===== src/rtl/adc_pkg.sv =====
// rtl/adc_pkg.sv - mode encodings and default widths for adc_decimator
package adc_pkg;

  localparam int DEF_DATA_W  = 8;
  localparam int DEF_RATIO_W = 16;
  localparam int DEF_SHIFT_W = 4;

  typedef enum logic [1:0] {
    MODE_SAMPLE  = 2'b00,
    MODE_AVERAGE = 2'b01,
    MODE_PEAK    = 2'b10,
    MODE_TEST    = 2'b11
  } mode_e;

endpackage


===== src/rtl/adc_decim_acc.sv =====
// rtl/adc_decim_acc.sv - per-sample sum/min/max/last combine with frame state
module adc_decim_acc
  import adc_pkg::*;
#(
  parameter int DATA_W = DEF_DATA_W,
  parameter int ACC_W  = DEF_DATA_W + (1 << DEF_SHIFT_W) - 1
) (
  input  logic              adc_dco,
  input  logic              adc_rst_n,
  input  logic              i_clear,
  input  logic              i_accept,
  input  logic              i_first,
  input  logic [DATA_W-1:0] i_sample,
  output logic [ACC_W-1:0]  o_sum,
  output logic [DATA_W-1:0] o_min,
  output logic [DATA_W-1:0] o_max,
  output logic [DATA_W-1:0] o_last
);

  logic [ACC_W-1:0]  r_sum;
  logic [DATA_W-1:0] r_min;
  logic [DATA_W-1:0] r_max;

  // Outputs already include the current sample; the first sample of a frame seeds.
  always_comb begin
    o_last = i_sample;
    if (i_first) begin
      o_sum = ACC_W'(i_sample);
      o_min = i_sample;
      o_max = i_sample;
    end else begin
      o_sum = r_sum + ACC_W'(i_sample);
      o_min = (i_sample < r_min) ? i_sample : r_min;
      o_max = (i_sample > r_max) ? i_sample : r_max;
    end
  end

  always_ff @(posedge adc_dco or negedge adc_rst_n) begin
    if (!adc_rst_n) begin
      r_sum <= '0;
      r_min <= '0;
      r_max <= '0;
    end else if (i_clear) begin
      r_sum <= '0;
      r_min <= '0;
      r_max <= '0;
    end else if (i_accept) begin
      r_sum <= o_sum;
      r_min <= o_min;
      r_max <= o_max;
    end
  end

endmodule


===== src/rtl/adc_decimator.sv =====
// rtl/adc_decimator.sv - frame counter, config latch and output register for ADC decimation
module adc_decimator
  import adc_pkg::*;
#(
  parameter int DATA_W  = DEF_DATA_W,
  parameter int RATIO_W = DEF_RATIO_W,
  parameter int SHIFT_W = DEF_SHIFT_W
) (
  input  logic               adc_dco,
  input  logic               adc_rst_n,
  input  logic [DATA_W-1:0]  adc_in,
  input  logic               adc_in_valid,
  input  logic               enable,
  input  logic               restart,
  input  logic [1:0]         mode,
  input  logic [RATIO_W-1:0] decimation,
  input  logic [SHIFT_W-1:0] avg_log2,
  output logic [DATA_W-1:0]  out_data,
  output logic [DATA_W-1:0]  out_max,
  output logic               out_valid
);

  localparam int ACC_W = DATA_W + (1 << SHIFT_W) - 1;
  localparam int CNT_W = RATIO_W + 1;

  logic [CNT_W-1:0]   r_cnt;
  mode_e              r_mode;
  logic [RATIO_W-1:0] r_dec;
  logic [SHIFT_W-1:0] r_log2;
  logic [DATA_W-1:0]  r_pat;
  logic [DATA_W-1:0]  r_data;
  logic [DATA_W-1:0]  r_max;
  logic               r_valid;

  logic               w_accept;
  logic               w_first;
  logic               w_end;
  mode_e              w_mode;
  logic [RATIO_W-1:0] w_dec;
  logic [SHIFT_W-1:0] w_log2;
  logic [CNT_W-1:0]   w_last_idx;
  logic [ACC_W-1:0]   w_sum;
  logic [DATA_W-1:0]  w_avg;
  logic [DATA_W-1:0]  w_min;
  logic [DATA_W-1:0]  w_max;
  logic [DATA_W-1:0]  w_last;

  assign w_accept = adc_in_valid & enable & ~restart;
  assign w_first  = (r_cnt == '0);

  // On the first sample of a frame the live config applies, so a 1-sample frame sees it too.
  assign w_mode = w_first ? mode_e'(mode) : r_mode;
  assign w_dec  = w_first ? decimation : r_dec;
  assign w_log2 = w_first ? avg_log2 : r_log2;

  assign w_last_idx = (w_mode == MODE_AVERAGE) ? ((CNT_W'(1) << w_log2) - CNT_W'(1))
                                               : {1'b0, w_dec};
  assign w_end = w_accept & (r_cnt == w_last_idx);
  assign w_avg = DATA_W'(w_sum >> w_log2);

  adc_decim_acc #(
    .DATA_W (DATA_W),
    .ACC_W  (ACC_W)
  ) u_acc (
    .adc_dco   (adc_dco),
    .adc_rst_n (adc_rst_n),
    .i_clear   (restart),
    .i_accept  (w_accept),
    .i_first   (w_first),
    .i_sample  (adc_in),
    .o_sum     (w_sum),
    .o_min     (w_min),
    .o_max     (w_max),
    .o_last    (w_last)
  );

  always_ff @(posedge adc_dco or negedge adc_rst_n) begin
    if (!adc_rst_n) begin
      r_cnt  <= '0;
      r_mode <= MODE_SAMPLE;
      r_dec  <= '0;
      r_log2 <= '0;
    end else if (restart) begin
      r_cnt <= '0;
    end else if (w_accept) begin
      r_cnt <= w_end ? '0 : r_cnt + CNT_W'(1);
      if (w_first) begin
        r_mode <= mode_e'(mode);
        r_dec  <= decimation;
        r_log2 <= avg_log2;
      end
    end
  end

  always_ff @(posedge adc_dco or negedge adc_rst_n) begin
    if (!adc_rst_n) begin
      r_valid <= 1'b0;
      r_data  <= '0;
      r_max   <= '0;
      r_pat   <= '0;
    end else begin
      r_valid <= w_end;
      if (w_end) begin
        r_max <= '0;
        case (w_mode)
          MODE_SAMPLE:  r_data <= w_last;
          MODE_AVERAGE: r_data <= w_avg;
          MODE_PEAK: begin
            r_data <= w_min;
            r_max  <= w_max;
          end
          default: begin
            r_data <= r_pat;
            r_pat  <= r_pat + DATA_W'(1);
          end
        endcase
      end
    end
  end

  assign out_data  = r_data;
  assign out_max   = r_max;
  assign out_valid = r_valid;

endmodule


===== config.mk =====
export PLATFORM = sky130hd
export DESIGN_NAME = adc_decimator
export DESIGN_NICKNAME = d
export VERILOG_FILES = /design/src/rtl/adc_pkg.sv /design/src/rtl/adc_decim_acc.sv /design/src/rtl/adc_decimator.sv
export SDC_FILE = /design/constraint.sdc
export NUM_CORES = 1
export LEC_CHECK = 0
export ABC_AREA = 1
export BUFFER_PORTS_ARGS = -buffer_cell sky130_fd_sc_hd__buf_2
export CAP_MARGIN = 15
export CORE_MARGIN = 5
export CORE_UTILIZATION = 28
export CTS_BUF_LIST = sky130_fd_sc_hd__clkbuf_16
export DETAILED_ROUTE_END_ITERATION = 10
export GPL_TIMING_DRIVEN = 0
export PLACE_DENSITY = 0.42
export SLEW_MARGIN = 20
export SYNTH_ARGS = -nofsm -noshare
export SYNTH_HDL_FRONTEND = slang
export SYNTH_SLANG_ARGS = --single-unit

===== constraint.sdc =====
create_clock -name adc_dco -period 3.55 [get_ports adc_dco]
set_input_delay 0.71 -clock adc_dco [delete_from_list [all_inputs] [get_ports adc_dco]]
set_output_delay 0.71 -clock adc_dco [all_outputs]
set_load 0.02 [all_outputs]

==> impl_summary.log <==
INFO  metric status = finished, final reports clean
INFO  metric post_route_antenna_net_violation_count = 0
INFO  metric antenna_found_initial = 1
INFO  metric clk-insertion-delay-late = 0.37 ns
INFO  metric yosysWarningCount = 0
INFO  metric route.detailed.vias_per_inst = 4.92
INFO  metric layout_worst_path_cycle_share = 96.3%
INFO  metric rsz0062_at_grt = yes
INFO  metric crit_path_start_kind = flop
INFO  metric antenna_cells_inserted = 0
INFO  metric dpl_worst_slack = -0.547 ns
INFO  metric wirelength = 29200 um
INFO  metric synth.ff_latch_count = 103
INFO  metric final-hold-violation-count = 0
INFO  metric setup_viol = 0
INFO  metric p_leak = 4.57 nW
INFO  metric num_io_pins = 52
INFO  metric arrival = 3.69 ns
INFO  metric cts_max_path_buffers = 2
INFO  metric critical_path.max_fanout = 7
INFO  metric grtUsageTotal = 18.7%
INFO  metric hp-class = in -> async
INFO  metric worst_setup_path_end_kind = flop
INFO  metric max_slew_margin = 40.8%
INFO  metric worst_r2r_path_depth = 28
INFO  metric synthesis.area_per_instance = 6.56 um^2
INFO  metric drv_cap = 0
INFO  metric chipHeight = 177 um
INFO  metric post-synth-top-area-cell = sky130_fd_sc_hd__dfrtp_1
INFO  metric highest_cell_delay_on_the_worst_timing_path = 0.41 ns
INFO  metric detail_route.first_pass.iterations = 8
INFO  metric detailed_placer_s_ending_hpwl = 22600 um
INFO  metric flow.area_growth_from_synthesis = 20.0%
INFO  metric yosysSeqAreaShare = 32.9%
INFO  metric clock_tree.root_cell = sky130_fd_sc_hd__clkbuf_16
INFO  metric postSynthNetCount = 1257
INFO  metric cts.htree.levels = 3
INFO  metric report.final.slew_viol_count = 0
INFO  metric holdBufCountCts = 0
INFO  metric synthArstFlopShare = 100%
INFO  metric final.setup_skew = 0.0106 ns
INFO  metric place_congestion = 0.878
INFO  metric synth.lib_cells_used.distinct = 39
INFO  metric power-per-cell-area = 366 mW/mm^2
INFO  metric detail_route.iter0.violations = 546
INFO  metric gr-total-overflow = 0
INFO  metric netlist.area_leader.share = 32.9%
INFO  metric grt_start_max_net_pins = 64
INFO  metric r2r_setup_slack = 0.13 ns
INFO  metric synth_flop_type = sky130_fd_sc_hd__dfrtp_1
INFO  metric ir_worst_vdd = 0.000242 V
INFO  metric path_class = reg -> reg
INFO  metric layout-drive-gt1-share = 14.0%
INFO  metric floorplan.rows = 61
INFO  metric max_freq = 292 MHz
INFO  metric critical-path-top-cell-by-count = sky130_fd_sc_hd__nand2_1
INFO  metric synth-edff-count = 0
INFO  metric rr_startpoint = r_cnt[1]
INFO  metric initial_utilization = 28.3%
INFO  metric cts_inserted_buffers = 9
INFO  metric end_of_the_worst_register_to_register_path = out_max[1]
INFO  metric floorplan.core_area = 0.0277 mm^2
INFO  metric netlist_area = 0.00783 mm^2
INFO  metric die_width = 177 um
INFO  metric io_buffer_count = 51
INFO  metric die_area = 0.0314 mm^2
INFO  metric num-nets-final = 1347
INFO  metric post_drt_wl_per_cell = 17.5 um
INFO  metric tritoncts = built
INFO  metric synth_area_leaders = sky130_fd_sc_hd__dfrtp_1 (33%), sky130_fd_sc_hd__nand2_1 (19%), sky130_fd_sc_hd__nand3_1 (9.0%), sky130_fd_sc_hd__inv_1 (5.8%), sky130_fd_sc_hd__o21ai_0 (5.6%)
INFO  metric slowest_cell_on_crit_path = sky130_fd_sc_hd__dfrtp_1
INFO  metric final.min_clock_period = 3.42 ns
INFO  metric tritoncts_num_sinks = 103
INFO  metric postSynthCellCount = 1194
INFO  metric fin_ws = 0.130 ns
INFO  metric fin_total_pwr = 3.44 mW
INFO  metric clk_pin_slew_worst_paths = 0.08 ns
INFO  metric vias_in_the_first_global_route = 7978
INFO  metric nFillCells = 3066
INFO  metric tightest_slew = 0.884 ns
INFO  metric vias = 8196
INFO  metric route.detailed.drc = 0
INFO  metric required = 3.82 ns
INFO  metric grt_pass1_wl = 45400 um
-- worst max-delay path: cells and delay by family (launching register included) --
kind                       cells  cell delay [ns]
buffers and inverters          7             0.82
DFF                            1             0.41
and+or+nand+nor               19             1.76
adders and majority gates      2             0.32
-- report_power, final --
| group | switching [mW] | internal, mW | total [mW] |
|---|---|---|---|
| sequential | 0.0358 | 1.24 | 1.28 |
| combinational | 0.753 | 0.362 | 1.11 |
| clock | 0.547 | 0.502 | 1.05 |
-- synthesized netlist by cell type, types with 2 or more instances --
| master | count |
|---|---|
| sky130_fd_sc_hd__o21bai_1 | 6 |
| sky130_fd_sc_hd__dfrtp_1 | 103 |
| sky130_fd_sc_hd__inv_1 | 121 |
| sky130_fd_sc_hd__buf_1 | 3 |
| sky130_fd_sc_hd__nand3b_1 | 12 |
| sky130_fd_sc_hd__buf_6 | 6 |
| sky130_fd_sc_hd__nor2_4 | 5 |
| sky130_fd_sc_hd__clkbuf_1 | 25 |
| sky130_fd_sc_hd__o21ai_0 | 87 |
| sky130_fd_sc_hd__or2_2 | 7 |
| sky130_fd_sc_hd__nand3_1 | 141 |
| sky130_fd_sc_hd__buf_2 | 6 |
| sky130_fd_sc_hd__buf_4 | 4 |
| sky130_fd_sc_hd__nand2_1 | 392 |
| sky130_fd_sc_hd__xnor2_1 | 2 |
| sky130_fd_sc_hd__xor2_1 | 2 |
| sky130_fd_sc_hd__nand2_2 | 14 |
| sky130_fd_sc_hd__inv_2 | 5 |
| sky130_fd_sc_hd__nand3_2 | 2 |
| sky130_fd_sc_hd__o21ai_1 | 7 |
| sky130_fd_sc_hd__a21o_1 | 2 |
| sky130_fd_sc_hd__nand4_1 | 33 |
| sky130_fd_sc_hd__a21oi_1 | 34 |
| sky130_fd_sc_hd__o22ai_1 | 41 |
| sky130_fd_sc_hd__o211ai_1 | 10 |
| sky130_fd_sc_hd__nor2_2 | 4 |
| sky130_fd_sc_hd__nor4_1 | 4 |
| sky130_fd_sc_hd__nor3_1 | 7 |
| sky130_fd_sc_hd__nor2_1 | 70 |
| sky130_fd_sc_hd__mux2i_1 | 4 |
| sky130_fd_sc_hd__ha_1 | 27 |
-- placed cells by master, fill, tap and decap left out, types with 24 or more instances in the layout --
| cell | Yosys | routed |
|---|---|---|
| sky130_fd_sc_hd__o22ai_1 | 41 | 41 |
| sky130_fd_sc_hd__inv_1 | 121 | 118 |
| sky130_fd_sc_hd__o21ai_0 | 87 | 87 |
| sky130_fd_sc_hd__clkbuf_1 | 25 | 24 |
| sky130_fd_sc_hd__nand4_1 | 33 | 33 |
| sky130_fd_sc_hd__buf_2 | 6 | 54 |
| sky130_fd_sc_hd__ha_1 | 27 | 25 |
| sky130_fd_sc_hd__nor2_1 | 70 | 67 |
| sky130_fd_sc_hd__nand3_1 | 141 | 138 |
| sky130_fd_sc_hd__dfrtp_1 | 103 | 103 |
| sky130_fd_sc_hd__a21oi_1 | 34 | 34 |
| sky130_fd_sc_hd__nand2_1 | 392 | 373 |
-- layout make-up --
| class | instances | area, um^2 | share of cell area (%) |
|---|---|---|---|
| timing repair buffer | 79 | 567 | 6.03 |
| sequential | 103 | 2580 | 27.4 |
| clock buffer | 9 | 225 | 2.40 |
| clock inverter | 7 | 75.1 | 0.799 |
| multi-input combinational | 920 | 4730 | 50.3 |
| buffer | 44 | 269 | 2.86 |
| tap | 378 | 473 | 5.03 |
| inverter | 127 | 484 | 5.15 |
-- per-stage QoR --
stage / cell area, um^2 / std cells / util (%) / TNS [ns] / hold slack (ns)
floorplan: 7830 / 1194 / - / 0 / 0.414
global placement: 8560 / 1623 / 30.9 / -20.02 / 0.458
detailed placement: 8590 / 1624 / 31.0 / -19.72 / 0.457
CTS: 9080 / 1652 / 32.8 / 0 / 0.274
global route: 9400 / 1667 / 33.9 / -1.00 / 0.288
finish: 9400 / 1667 / 33.9 / 0 / 0.258
-- flip-flops by register name, summed over array words and instances (netlist names) --
register	count
out_max	8
out_data	8
r_dec	16
u_acc.r_sum	23
r_pat	8
u_acc.r_max	8
out_valid	1
r_cnt	17
u_acc.r_min	8
r_log2	4
r_mode	2
-- how the worst max path moves through the flow --
| stage | startpoint | to | cells after the start |
|---|---|---|---|
| global placement | r_cnt[0] | r_pat[0] | 26 |
| global route | r_cnt[1] | r_pat[5] | 27 |
| detailed placement | r_cnt[0] | r_pat[6] | 26 |
| CTS | r_cnt[0] | out_max[4] | 28 |
| finish | r_cnt[1] | out_max[1] | 28 |
| floorplan | r_cnt[0] | r_pat[0] | 26 |
-- routing by layer --
metal	vias to the layer above	global-route usage [%]	routed length, um
met4	2	5.35	628
met5	-	0	13
met3	32	2.76	1030
li1	4166	-	-
met2	156	31.5	13900
met1	3840	25.1	13600
-- kinds of logic (layout without fill, tap and decap cells) --
group	Yosys count	in the layout	share of synthesized area, %
and+or+nand+nor	693	693	38.9
xor gates and xnor gates	4	4	0.447
buffers and inverters	171	266	9.06
AOI/OAI and AO/OA	191	191	13.6
adders and majority gates	28	28	4.57
DFF	103	103	32.9
muxes	4	4	0.511
-- repair_timing --
action | 4_1_cts | 5_1_grt
pin swaps | 10 | 22
gates cloned | 1 | 2
resized for setup | 24 | 44
setup buffers | 11 | 13
endpoints found under the setup margin | 42 | 42
endpoints found under the hold margin | 0 | 0
Note: power is estimated with default switching activity, not from simulation.
